--- src/rtl/volume_meter_pkg.sv ---
// volume_meter_pkg: shared FSM states, level count and thermometer encoder
package volume_meter_pkg;
  typedef enum logic [1:0] {ACCUM, EVAL, UPDATE} vm_state_t;
  localparam int NUM_LEVELS = 16;
  function automatic logic [NUM_LEVELS-1:0] thermometer(input logic [4:0] lvl);
    logic [NUM_LEVELS-1:0] t;
    for (int i = 0; i < NUM_LEVELS; i++) t[i] = i < int'(lvl);
    return t;
  endfunction
endpackage

--- src/rtl/vm_peak_window.sv ---
// vm_peak_window: per-window peak amplitude tracker around the silence baseline
module vm_peak_window #(
  parameter int SAMPLE_W = 12,
  parameter int WINDOW   = 4000,
  parameter int BASELINE = 2048
) (
  input  logic                clock,
  input  logic                reset,
  input  logic                sample_valid,
  input  logic [SAMPLE_W-1:0] mic_in,
  output logic                window_done,
  output logic [SAMPLE_W-1:0] eval_peak
);
  localparam int CNT_W = $clog2(WINDOW);
  localparam logic [SAMPLE_W-1:0] BASE = SAMPLE_W'(BASELINE);
  localparam logic [CNT_W-1:0] LAST = CNT_W'(WINDOW - 1);
  logic [SAMPLE_W-1:0] amp, peak, peak_next;
  logic [CNT_W-1:0] sample_cnt;
  // amplitude, running max including this sample, and window-close detect
  always_comb begin
    amp = mic_in >= BASE ? mic_in - BASE : BASE - mic_in;
    peak_next = amp > peak ? amp : peak;
    window_done = sample_valid && sample_cnt == LAST;
  end
  // closing sample is folded into eval_peak while the next window starts clean
  always_ff @(posedge clock) begin
    if (reset) begin
      peak <= '0;
      sample_cnt <= '0;
      eval_peak <= '0;
    end else if (window_done) begin
      eval_peak <= peak_next;
      peak <= '0;
      sample_cnt <= '0;
    end else if (sample_valid) begin
      peak <= peak_next;
      sample_cnt <= sample_cnt + 1'b1;
    end
  end
endmodule

--- src/rtl/volume_meter.sv ---
// volume_meter: windowed peak meter driving a 0..16 level and LED thermometer
module volume_meter
  import volume_meter_pkg::*;
#(
  parameter int SAMPLE_W = 12,
  parameter int WINDOW   = 4000,
  parameter int BASELINE = 2048,
  parameter int STEP     = 128,
  parameter int DECAY    = 1
) (
  input  logic                  clock,
  input  logic                  reset,
  input  logic                  sample_valid,
  input  logic [SAMPLE_W-1:0]   mic_in,
  input  logic                  freeze,
  output logic [NUM_LEVELS-1:0] led_light,
  output logic [4:0]            level,
  output logic                  level_valid
);
  localparam int CW = SAMPLE_W + 5;
  vm_state_t state;
  logic window_done, hit;
  logic [SAMPLE_W-1:0] eval_peak;
  logic [3:0] k;
  logic [4:0] raw_level, dec_level, next_level;
  if (WINDOW < 32) begin : g_window_check
    $error("volume_meter: WINDOW must be >= 32 so a window cannot close during evaluation");
  end
  vm_peak_window #(
    .SAMPLE_W(SAMPLE_W),
    .WINDOW  (WINDOW),
    .BASELINE(BASELINE)
  ) u_peak (
    .clock       (clock),
    .reset       (reset),
    .sample_valid(sample_valid),
    .mic_in      (mic_in),
    .window_done (window_done),
    .eval_peak   (eval_peak)
  );
  // threshold test for step k and decay-limited candidate level
  always_comb begin
    hit = CW'(eval_peak) >= CW'((int'(k) + 1) * STEP);
    dec_level = int'(level) > DECAY ? 5'(int'(level) - DECAY) : 5'd0;
    next_level = (DECAY == 0 || raw_level >= level) ? raw_level
               : (raw_level > dec_level ? raw_level : dec_level);
  end
  // evaluator: 16 serial threshold compares, then one update cycle
  always_ff @(posedge clock) begin
    if (reset) begin
      state <= ACCUM;
      k <= '0;
      raw_level <= '0;
      level <= '0;
      led_light <= '0;
      level_valid <= 1'b0;
    end else begin
      level_valid <= 1'b0;
      case (state)
        ACCUM: if (window_done) begin
          state <= EVAL;
          k <= '0;
          raw_level <= '0;
        end
        EVAL: begin
          raw_level <= raw_level + 5'(hit);
          k <= k + 4'd1;
          if (k == 4'd15) state <= UPDATE;
        end
        UPDATE: begin
          state <= ACCUM;
          if (!freeze) begin
            level <= next_level;
            led_light <= thermometer(next_level);
            level_valid <= 1'b1;
          end
        end
        default: state <= ACCUM;
      endcase
    end
  end
endmodule
--- config.mk ---
export PLATFORM = sky130hd
export DESIGN_NAME = volume_meter
export DESIGN_NICKNAME = d
export VERILOG_FILES = /design/src/rtl/volume_meter_pkg.sv /design/src/rtl/vm_peak_window.sv /design/src/rtl/volume_meter.sv
export SDC_FILE = /design/constraint.sdc
export NUM_CORES = 1
export LEC_CHECK = 0
export ABC_AREA = 1
export BUFFER_PORTS_ARGS = -buffer_cell sky130_fd_sc_hd__buf_2
export CAP_MARGIN = 20
export CORE_AREA = 8 8 107 109
export CTS_BUF_LIST = sky130_fd_sc_hd__clkbuf_4 sky130_fd_sc_hd__clkbuf_8
export CTS_CLUSTER_DIAMETER = 120
export DETAILED_ROUTE_END_ITERATION = 8
export DIE_AREA = 0 0 115 117
export PLACE_DENSITY = 0.67
export SLEW_MARGIN = 20
export SYNTH_ARGS = -nofsm -noshare
export SYNTH_HDL_FRONTEND = slang
export SYNTH_SLANG_ARGS = --single-unit
--- constraint.sdc ---
create_clock -name clock -period 5 [get_ports clock]
set_input_delay 0.5 -clock clock [delete_from_list [all_inputs] [get_ports clock]]
set_output_delay 0.5 -clock clock [all_outputs]
set_load 0.02 [all_outputs]
-- Word level (Yosys, flattened, before mapping)
Index checks and enable logic that the tools add are counted.
W data, S select, Z words.
- add/sub/neg operators: 7
- order comparisons: 22
- equality and inequality tests: 6
- multiplexer cells: 13
- bitwise gates (word level): 2
- reductions and logical operators: 8
- operators by type and width (cell ; count):
    $lt A4 B5 Y1 const A ; 8
    $mux W12 ; 2
    $lt A3 B5 Y1 const A ; 4
    $mux W5 ; 4
    $add A12 B1 Y12 const B ; 1
    $eq A12 B12 Y1 const B ; 1
    $ge A12 B12 Y1 ; 1
    $ge A12 B12 Y1 const B ; 1
    $gt A12 B12 Y1 ; 1
    $sub A12 B12 Y12 const A ; 1
    $sub A12 B12 Y12 const B ; 1
    $lt A1 B5 Y1 const A ; 2
    $lt A2 B5 Y1 const A ; 2
    $pmux W5 S2 ; 1
    $pmux W4 S2 ; 1
    $reduce_and A2 Y1 ; 3
    $add A4 B1 Y5 const B ; 1
    $add A5 B1 Y5 ; 1
    $ge A5 B5 Y1 ; 1
    $gt A5 B1 Y1 const B ; 1
    $gt A5 B5 Y1 ; 1
    $sub A5 B1 Y5 const B ; 1
    $add A4 B1 Y4 const B ; 1
    $eq A4 B4 Y1 const B ; 1
    other kinds (13) ; 16
- register bits after elaboration: 69
- bits of input ports: 16
- output and inout port bits: 22

-- Depth between registers and ports, before layout
Gate-level depths: netlist of run 1.
- depth after elaboration: 6
- mapped depth: 20

-- Hierarchy
Synthesis of run 1 repeated with hierarchy kept, for this count alone.
- cell total of the unflattened synthesis: 656
- area, all modules: 4399.2 µm²
- by module, submodules not included (module ; instances ; cells each ; area an instance (µm²) ; seq. area each (µm²)):
    vm_peak_window ; 1 ; 367 ; 2353.5 ; 720.7
    volume_meter ; 1 ; 289 ; 2045.7 ; 640.6

-- Worst setup path before layout of run 1
Ideal clock, no wire load.
- path kind: input to register
- from: input port mic_in[0]
- to: register u_peak.peak[10]
- library setup time: 0.109 ns
- arrival: 2.495 ns
- path slack: 2.396 ns
- stages on the path: 18
- path buffers: 1
- path through: inv_1 ha_1 nand4_1 nor2_1 nand3_1 nand2_1 xor2_1 ha_1 nand2_1 nor3_2 nand2_1 o2111ai_1 nand2_1 buf_2 o21ai_0 nand2_1 nand2_1 inv_1
- longest elaborated chain between the ends: 4
- RTL lines (item ; RTL line ; RTL):
    start, declared ; volume_meter.sv:14 ; input logic [SAMPLE_W-1:0] mic_in,
    $sub A12 B12 Y12 or $ge A12 B12 Y1 (tied branches) ; vm_peak_window.sv:21 ; amp = mic_in >= BASE ? mic_in - BASE : BASE - mic_in;
    $mux W12 (*) ; vm_peak_window.sv:21 ;
    $gt A12 B12 Y1 ; vm_peak_window.sv:22 ; peak_next = amp > peak ? amp : peak;
    $mux W12 (*) ; vm_peak_window.sv:22 ;
    end signal, assigned ; vm_peak_window.sv:36 ; peak <= peak_next;
    end, declared ; vm_peak_window.sv:17 ; logic [SAMPLE_W-1:0] amp, peak, peak_next;
Mark *: on every way between the ends. The rest lies on a longest branch, timed or not.
A chain may end at the register's enable or synchronous reset.

-- Worst setup path in the final report of run 1
- from: input port mic_in[0]
- to: register u_peak.peak[9]
The elaborated chain is that of the path after synthesis.

==> impl_results.md, run 1 <==
- Status: finished, final reports clean
- Worst Path Arrival: about 3.2 ns
- TritonCTS Buffers: 9
- Crit-path cells: buf_2, inv_1, ha_1, nand4_1, nor2_1, nand3_1, nand2_1, xor2_1, ha_1, nand2_1, nor3_2, nand2_1, o2111ai_1, nand2_1, o21ai_0, nand2_1, nand2_1, inv_1
- Leak: roughly 2.2 nW
- Die area: 13500 um2
- Total of max-cap violations: 0
- HP Start: mic_in[0]
- Utilization after layout: between 40% and 50%
- Clk buf depth: 2
- Synth area leader: dfxtp_1
- Largest net degree at the start of global routing: 28
- Detailed Route WL: around 9000 um
- Clk_lat worst skew: 0.35 ns
- Drt initial violations: between 150 and 200
- Die Span Y: 117 um
- Final setup margin: ~2.1 ns
- Drt first pass iters: 4
- Async S/R FF share, synth: 0%
- Die width: between 100 and 150 um
- Crit end category: flip-flop
- Vias in the first global route: between 3000 and 4000
- Most common cell in the netlist: nand2_1
- Via count: 3668
- Crit path from: mic_in[0]
- Critical path launch point type: input pin
- Distinct cells, synth: 42
- Initial antenna violation count: 0
- Delay-heaviest family, CP: simple AND/OR/NAND/NOR gates
- Detailed-route vias per instance: 4.84
- Top FF cell, synth: dfxtp_1
- F_max: 345 MHz
- Mapped Cells: 585
- # diodes: 0
- Clk slew on worst S/H paths: 0.07 ns
- Area of the multi-input gates: 2280 um2
- CP Data Required Time: 5.25 ns
- CP max-delay cell: nand2_1
- RSZ-0062 raised after global routing: false
- Layout area overhead: 11.1%
- Routed len/inst: 11.6 um
- Final ANT Viol Nets: 0
- Power Density: 261 nW/um2
- HP Class: in2reg
- Setup CP Type: in2reg
- IO buf count: 37
- Hold Path Sink: u_peak.eval_peak[0]
- Worst reg-to-reg setup slack: 2.33 ns
- Bufs and invs on worst path: 3
- Syn_nets: approximately 640
- First-pass GRT wire length: 15100 um
- Final Net Count: 667
- # rows: 37
- Post-CTS Hold Buffers: 0
- Dpl ws: about 1.8 ns
- CP peak stage delay: about 0.45 ns
- GRT Util Overall: 13.9%
- Worst Tran Pin Value: 0.713 ns
- Commonest cells post-synth: nand2_1, inv_1, dfxtp_1
- Detailed Place HPWL: 6600 um
- Share of post-route cells with drive strength above 1: 15.0%
- Proportion of synthesized chip area in sequential cells: 33.0%
- Top-area cell type share of the netlist area: 33.0%
- GR Overflow Total: 0
- Period utilisation layout: 58.0%
- Post-cts resize count: 0
- Cells on worst reg2reg path: 18
- WHS Path Cells: 3
- Initial Utilization: 41.6%
- Normalized max-slew margin: 52.3%
- #FFs+latches synth: 68
- Clock root buffer: clkbuf_8
- Gpl congestion: 0.861
- Synth warnings: 0
- Reg-to-Reg Start: level[0]
- Post-CTS Setup Repair Bufs: 0
- Clock Sinks: 68
- Number of flops mapped to enable cells by yosys: 0
- CP max FO: 24
- TritonCTS clock tree: built
- Mapped cell area: between 4000 and 5000 um2
- Final worst path period need: 2.90 ns
- Syn avg cell area: 7.04 um2
- Worst reg2reg endpoint: led_light[0]
- Top post-synthesis cells by area: dfxtp_1, nand2_1, ha_1, inv_1, a21oi_1
- Worst VDD drop: approximately 120 uV
- Worst Skew: 0.00861 ns
- Most frequent CP cell: nand2_1
- Max-slew violations: 0
- Number of fill cells: 1019
- Final hold vios: 0
- Htree depth: 3
- I/O pins: 38
- Sum Neg Setup Slack: 0 ns
- DR DRC count: 0
- Endpoints failing setup: 0
- Crit path depth: 18
- Core region area: 9910 um2
- FF/Latch Area: approximately 1400 um2
-- flip-flops by register name (all words and copies together) (netlist names) --
name,flops
state,2
u_peak.eval_peak,12
u_peak.peak,12
raw_level,5
level,4
k,4
led_light,16
u_peak.sample_cnt,12
level_valid,1
-- worst max-delay path by stage --
stage                       to
4_1_cts        u_peak.peak[10]
5_1_grt        u_peak.peak[11]
6_report        u_peak.peak[9]
2_1_floorplan  u_peak.peak[10]
3_5_place_dp   u_peak.peak[10]
3_3_place_gp    u_peak.peak[9]
-- per-stage QoR --
step           hold slack (ns)  cells  total power, mW  instance area [um2]
2_1_floorplan            0.435    585            0.713                 4120
3_3_place_gp             0.452    742            0.741                 4380
3_5_place_dp             0.454    742            0.746                 4380
4_1_cts                  0.436    758             1.21                 4580
5_1_grt                  0.484    758             1.27                 4580
6_report                 0.461    758             1.20                 4580
-- area by class of cell --
type	count	area share, %
Timing Repair Buffer	37	4.04
Inverter	100	8.25
Sequential cell	68	29.7
Clock inverter	6	1.39
Clock buffer	10	3.01
Multi-Input combinational cell	401	49.9
Tap cell	136	3.72
-- layout by cell type (no fill, tap or decap), drive strengths merged, types with 2 or more instances in the layout --
cell and instances:
a21oi 49, a31oi 4, buf 37, clkbuf 10, clkinv 4, clkinvlp 2, dfxtp 68, ha 34
inv 99, nand2 153, nand3 31, nand4 11, nor2 41, nor3 7, nor3b 2, o21a 3
o21ai 39, o22ai 8, xnor2 3, xor2 8
-- cells by family after synthesis --
group | Yosys count | synth area share (%)
simple gates | 248 | 28.3
buf+inv | 116 | 11.5
compound gates | 108 | 14.5
flops | 68 | 33.0
fa+ha+maj | 34 | 10.3
xor+xnor | 11 | 2.34
-- routing by layer --
| metal | wire, um | vias to the layer above | track usage, % |
|---|---|---|---|
| met4 | 78 | 0 | 6.04 |
| met5 | 0 | - | 0 |
| met2 | 4280 | 52 | 24.1 |
| met3 | 303 | 4 | 3.69 |
| li1 | - | 1947 | - |
| met1 | 4100 | 1665 | 15.8 |
-- worst reg2reg max path, cell delays in order, from the launching register on --
cell,delay (ns)
dfxtp_1,0.46
inv_2,0.08
ha_1,0.25
inv_1,0.07
nor2_1,0.04
o21ai_1,0.22
ha_1,0.28
nand2_1,0.09
nor2_2,0.04
nand2_1,0.06
nand3_2,0.08
nand2_4,0.11
nand2_4,0.09
o21ai_1,0.21
nor2_1,0.11
inv_1,0.15
nand2_1,0.06
o21ai_1,0.12
inv_1,0.05
-- power breakdown --
group          switching (mW)  internal (mW)
combinational           0.115         0.0603
sequential            0.00422          0.555
clock                   0.219          0.243
total                   0.338          0.858
No activity file was read; power rests on OpenSTA's default activity.
==> inputs of run 2 (changes only) <==
--- a/config.mk
+++ b/config.mk
@@ -13,7 +13,7 @@
 export CTS_CLUSTER_DIAMETER = 120
 export DETAILED_ROUTE_END_ITERATION = 8
 export DIE_AREA = 0 0 115 117
-export PLACE_DENSITY = 0.67
+export PLACE_DENSITY = 0.7
 export SLEW_MARGIN = 20
 export SYNTH_ARGS = -nofsm -noshare
 export SYNTH_HDL_FRONTEND = slang
==> constraint.sdc (replaced) <==
create_clock -name clock -period 2.4 [get_ports clock]
set_input_delay 0.24 -clock clock [delete_from_list [all_inputs] [get_ports clock]]
set_output_delay 0.24 -clock clock [all_outputs]
set_load 0.02 [all_outputs]
==> impl_results.md, run 2 (same netlist as run 1, synthesis figures left out) <==
- Worst Path Arrival: 2.78 ns (-0.37 ns)
- TritonCTS Buffers: 9 (unchanged)
- Share of post-route cells with drive strength above 1: 34.2% (+19 points)
- HP Start: reset
- Leak: 2.48 nW (+13%)
- Via count: 4089 (+11%)
- Initial antenna violation count: 0 (unchanged)
- # rows: 37 (unchanged)
- Drt initial violations: 184 (+16%)
- Detailed-route vias per instance: 5.14 (+6.2%)
- Power Density: 512 nW/um2 (+96%)
- Vias in the first global route: 3742 (+7.4%)
- Pwr Total: 2.82 mW (+140%)
- Clock Sinks: 68 (unchanged)
- Initial Utilization: 41.6% (unchanged)
- Final Hold Slack: 0.237 ns (-0.224 ns)
- Die Span Y: 117 um (unchanged)
- IO buf count: 37 (unchanged)
- Status: finished with violations
- Die width: 115 um (unchanged)
- Post-CTS Hold Buffers: 0 (unchanged)
- TritonCTS clock tree: built
- Endpoints failing setup: 12 (+12)
- RSZ-0062 raised after global routing: true
- Critical path launch point type: flip-flop
- Core region area: 9910 um2 (unchanged)
- Final ANT Viol Nets: 0 (unchanged)
- Reg-to-Reg Start: level[0]
- Total of max-cap violations: 0 (unchanged)
- Cells on worst reg2reg path: 16 (-2)
- Routed len/inst: 13.4 um (+16%)
- Detailed Place HPWL: 7100 um (+7.6%)
- WHS Path Cells: 2 (-1)
- Layout area overhead: 33.7%
- Worst reg2reg endpoint: led_light[4]
- Htree depth: 3 (unchanged)
- Normalized max-slew margin: 58.8% (+6.5 points)
- Detailed Route WL: 10700 um (+22%)
- Final worst path period need: 2.53 ns
- Worst Skew: 0.0187 ns (+0.0101 ns)
- Reg with most FFs: led_light
- Clk slew on worst S/H paths: 0.09 ns (+0.02 ns)
- CP Data Required Time: 2.65 ns (-2.60 ns)
- Hold Path Sink: raw_level[4]
- Worst VDD drop: 353 uV (+190%)
- Clk_lat worst skew: 0.35 ns (about the same)
- Worst Tran Pin Value: 0.616 ns (-0.0972 ns)
- Commonest cells after routing, fill and taps aside: nand2_1, inv_1, dfxtp_1
- First-pass GRT wire length: 16100 um (+6.4%)
- Clk buf depth: 2 (unchanged)
- HP Class: in2reg
- Total placed cells including tap cells: 770 (+3.8%)
- Worst reg-to-reg setup slack: -0.13 ns (-2.46 ns)
- Largest net degree at the start of global routing: 28 (unchanged)
- F_max: around 400 MHz
- Dpl ws: -0.219 ns (-2.00 ns)
- Commonest non-fill, non-tap cell in the layout: nand2_1
- I/O pins: 38 (unchanged)
- Die area: 13500 um2 (unchanged)
- Setup CP Type: reg2reg
- CP max FO: 7 (-71%)
- Crit end category: flip-flop
- DR DRC count: 0 (unchanged)
- Max FFs per register: 16 (unchanged)
- Sum Neg Setup Slack: -0.924 ns (-0.924 ns)
- Period utilisation layout: 105%
- Layout Cells excl Fill: 796 (+5.0%)
- Final hold vios: 0 (unchanged)
- Failing checks: setup timing
- Final Net Count: 705 (+5.7%)
- Drt first pass iters: 4 (unchanged)
- # diodes: 0 (unchanged)
- Gpl congestion: 0.870 (+1.2%)
- GRT Util Overall: 14.6% (+0.69 points)
- Max-slew violations: 0 (unchanged)
- Clock root buffer: clkbuf_8
- Final setup margin: -0.131 ns (-2.23 ns)
- GR Overflow Total: 0 (unchanged)
## run 2: changes by cell type in the layout (fill, tap and decap cells not counted), sizes merged
cell,delta
clkinvlp,-1
nand2,+1
clkinv,-1
bufinv,+1
buf,+36
inv,+2
## run 2: metal layers
layer / vias to the layer above / GRT usage [%] / share of wire, %
li1: 2033 / - / -
met1: 1942 / 15.6 / 39
met2: 90 / 27.2 / 54
met3: 24 / 3.64 / 4.4
met4: 0 / 5.08 / 2.5
met5: - / 0 / 0
## run 2: worst max-delay path by stage
stage / slack (ns) / to / from
2_1_floorplan: 0.06 / u_peak.peak[10] / mic_in[0]
3_3_place_gp: -0.13 / u_peak.peak[9] / mic_in[0]
3_5_place_dp: -0.22 / u_peak.peak[11] / mic_in[0]
4_1_cts: -0.009 / led_light[13] / level[1]
5_1_grt: -0.24 / led_light[0] / level[1]
6_report: -0.13 / led_light[4] / level[0]
## run 2: worst max-delay path, cell delays in order, from the launching register on
cell	delay, ns
dfxtp_4	0.40
inv_4	0.06
nand2_1	0.14
nand2_4	0.08
nand3_4	0.11
nand3_4	0.10
ha_4	0.27
a21oi_2	0.19
nand3_2	0.11
nand2_4	0.14
nand2_8	0.10
o21ai_2	0.27
inv_2	0.11
nor2_4	0.13
nand2_1	0.06
nand2_1	0.08
a21oi_2	0.05
## run 2: timing repair
item	CTS	global route
endpoints found under the hold margin	0	0
gates cloned	0	3
pin swaps	17	43
gates resized for setup	39	117
setup buffers	4	3
endpoints found under the setup margin	16	45
## run 2: per-stage QoR
step	util [%]	cell area, um2
6_report	55.6	5510
5_1_grt	55.6	5510
4_1_cts	50.3	4980
3_5_place_dp	46.3	4590
3_3_place_gp	46.3	4590
2_1_floorplan	-	4120
## run 2: power by group
group          switching (mW)  leakage [nW]  internal [mW]
Clock                   0.483         0.110          0.592
Combinational           0.337          1.81          0.243
Sequential            0.00873         0.554           1.15
Total                   0.829          2.48           1.99
## run 2: area by class of cell
| cell class | count | area (um2) |
|---|---|---|
| clock buffer | 9 | 124 |
| clock inverter | 7 | 98.8 |
| fill | 897 | 4400 |
| inverter | 100 | 395 |
| multi-input combinational | 402 | 2830 |
| sequential | 68 | 1370 |
| tap | 136 | 170 |
| timing repair buffer | 74 | 515 |
==> inputs of run 3 (changes only) <==
--- a/config.mk
+++ b/config.mk
@@ -8,12 +8,12 @@
 export ABC_AREA = 1
 export BUFFER_PORTS_ARGS = -buffer_cell sky130_fd_sc_hd__buf_2
 export CAP_MARGIN = 20
-export CORE_AREA = 8 8 107 109
+export CORE_AREA = 8 8 116 118
 export CTS_BUF_LIST = sky130_fd_sc_hd__clkbuf_4 sky130_fd_sc_hd__clkbuf_8
 export CTS_CLUSTER_DIAMETER = 120
 export DETAILED_ROUTE_END_ITERATION = 8
-export DIE_AREA = 0 0 115 117
-export PLACE_DENSITY = 0.7
+export DIE_AREA = 0 0 124 126
+export PLACE_DENSITY = 0.61
 export SLEW_MARGIN = 20
 export SYNTH_ARGS = -nofsm -noshare
 export SYNTH_HDL_FRONTEND = slang
==> impl_results.md, run 3 (same netlist as run 1, synthesis figures left out) <==
- Vias in the first global route: 3911 (+4.5%)
- Normalized max-slew margin: 63.2% (+4.4 points)
- Clock root buffer: clkbuf_8
- Critical path launch point type: flip-flop
- Most frequent CP cell: nand2_4
- # diodes: 0 (unchanged)
- Period utilisation layout: 103% (-2.0 points)
- Detailed Route WL: 10200 um (-4.2%)
- IO buf count: 37 (unchanged)
- Routed len/inst: 12.5 um (-6.5%)
- CP max-delay cell: dfxtp_2
- Worst Tran Pin Value: 0.550 ns (-0.0657 ns)
- Die area: 15600 um2 (+16%)
- Largest net degree at the start of global routing: 28 (unchanged)
- Final Net Count: 714 (+1.3%)
- Core region area: 11700 um2 (+18%)
- Leak: 2.49 nW (+0.51%)
- Setup CP Type: reg2reg
- Clk_lat worst skew: 0.36 ns (about the same)
- Reg with most FFs: led_light
- Via count: 3980 (-2.7%)
- CP peak stage delay: 0.36 ns (-0.04 ns)
- Clk buf depth: 2 (unchanged)
- GR Overflow Total: 0 (unchanged)
- Final hold vios: 0 (unchanged)
- Delay-heaviest family, CP: simple AND/OR/NAND/NOR gates
- Htree depth: 3 (unchanged)
- Power Density: 495 nW/um2 (-3.2%)
- Total placed cells including tap cells: 788 (+2.3%)
- Design Area, Final: 5470 um2 (-0.64%)
- Final worst path period need: 2.48 ns (-0.0480 ns)
- I/O pins: 38 (unchanged)
- Sum Neg Setup Slack: -0.520 ns (+0.405 ns)
- Commonest cells after routing, fill and taps aside: nand2_1, inv_1, dfxtp_1
- RSZ-0062 raised after global routing: true
- Commonest non-fill, non-tap cell in the layout: nand2_1
- Crit-path cells: inv_4, ha_4, inv_2, nand2_4, nand3_4, nand3_4, ha_4, nand2_4, nor2_4, nand2_1, nand3_2, nand2_4, buf_6, nand3_2, nand2_4, nand2_8, nor2_4, nor2_4, inv_2, a21oi_2
- Status: finished with violations
- Worst Skew: 0.0190 ns (+0.000341 ns)
- Total of max-cap violations: 0 (unchanged)
- Crit end category: flip-flop
- Pwr Total: 2.71 mW (-3.8%)
- Dpl ws: -0.332 ns (-0.114 ns)
- Bufs and invs on worst path: 4 (+2)
- # rows: 40 (+8.1%)
- Detailed-route vias per instance: 4.88 (-5.1%)
- Gpl congestion: 0.836 (-4.0%)
- Final setup margin: -0.0826 ns (+0.0480 ns)
- TritonCTS clock tree: built
- Die width: 124 um (+7.8%)
- Clock Sinks: 68 (unchanged)
- Detailed Place HPWL: 7190 um (+1.2%)
- CP max FO: 5 (-2)
- GRT Util Overall: 13.2% (-1.4 points)
- Max FFs per register: 16 (unchanged)
- DP Area: 4670 um2 (+1.7%)
- Max-slew violations: 0 (unchanged)
- CP Data Required Time: 2.70 ns (+0.05 ns)
- Failing checks: setup timing
- Drt first pass iters: 4 (unchanged)
- Endpoints failing setup: 11 (-1)
- First-pass GRT wire length: 17100 um (+6.0%)
- Post-CTS Hold Buffers: 0 (unchanged)
- DR DRC count: 0 (unchanged)
- Initial Utilization: 35.2% (-6.4 points)
- Layout area overhead: 32.8%
- Clk slew on worst S/H paths: 0.09 ns (about the same)
- Number of fill cells: 1160 (+29%)
- HP Class: in2reg
- Initial antenna violation count: 0 (unchanged)
- Worst VDD drop: 424 uV (+20%)
- Worst Path Arrival: 2.78 ns (about the same)
- F_max: 403 MHz (+1.9%)
- Drt initial violations: 154 (-16%)
- Share of post-route cells with drive strength above 1: 31.8% (-2.4 points)
- TritonCTS Buffers: 9 (unchanged)
- Die Span Y: 126 um (+7.7%)
- Layout Cells excl Fill: 816 (+2.5%)
- Final ANT Viol Nets: 0 (unchanged)
[run 3: area by class of cell]
cell class	instances	area, um2	share of cell area (%)
multi-input cells	402	2740	50.1
clock buffers	10	138	2.51
repair buffers	83	584	10.7
well taps	147	184	3.36
flip-flops and latches	68	1370	25.0
clock inverters	6	71.3	1.30
inverters	100	385	7.04
[run 3: what timing repair did]
item | in CTS | in global routing
pin swaps | 12 | 38
gates resized for setup | 53 | 72
buffers inserted | 5 | 5
endpoints found under the setup margin | 16 | 43
cloned | 1 | 1
[run 3: per-layer routing]
| metal | track usage (%) | wire [um] |
|---|---|---|
| met1 | 14.8 | 4520 |
| met2 | 23.6 | 5240 |
| met3 | 2.99 | 363 |
| met4 | 4.62 | 98 |
| met5 | 0 | 0 |
[run 3: power by group]
part / internal [mW] / total (mW) / switching, mW
combinational: 0.241 / 0.548 / 0.307
sequential: 1.15 / 1.16 / 0.00916
clock: 0.515 / 0.999 / 0.484
[run 3: path summary, 6_finish.rpt]
path | from | to | slack (ns) | cells after the start
max reg2reg | level[1] | led_light[8] | -0.08 | 20
min | freeze | led_light[7] | 0.27 | 4
min reg2reg | led_light[2] | led_light[2] | 0.47 | 2
max | level[1] | led_light[8] | -0.08 | 20
[run 3: worst reg2reg max path, delay by kind of cell, from the launching register on]
family / cells / cell delay, ns
AOI/OAI and AO/OA: 1 / 0.14
DFF: 1 / 0.36
buffers and inverters: 4 / 0.32
and+or+nand+nor: 13 / 1.14
adders and majority gates: 2 / 0.45
[run 3: stage by stage]
step / hold WS (ns) / utilization, %
floorplan: 0.432 / -
finish: 0.270 / 46.7
CTS: 0.253 / 44.1
detailed placement: 0.460 / 39.9
global route: 0.264 / 46.7
global placement: 0.453 / 39.9
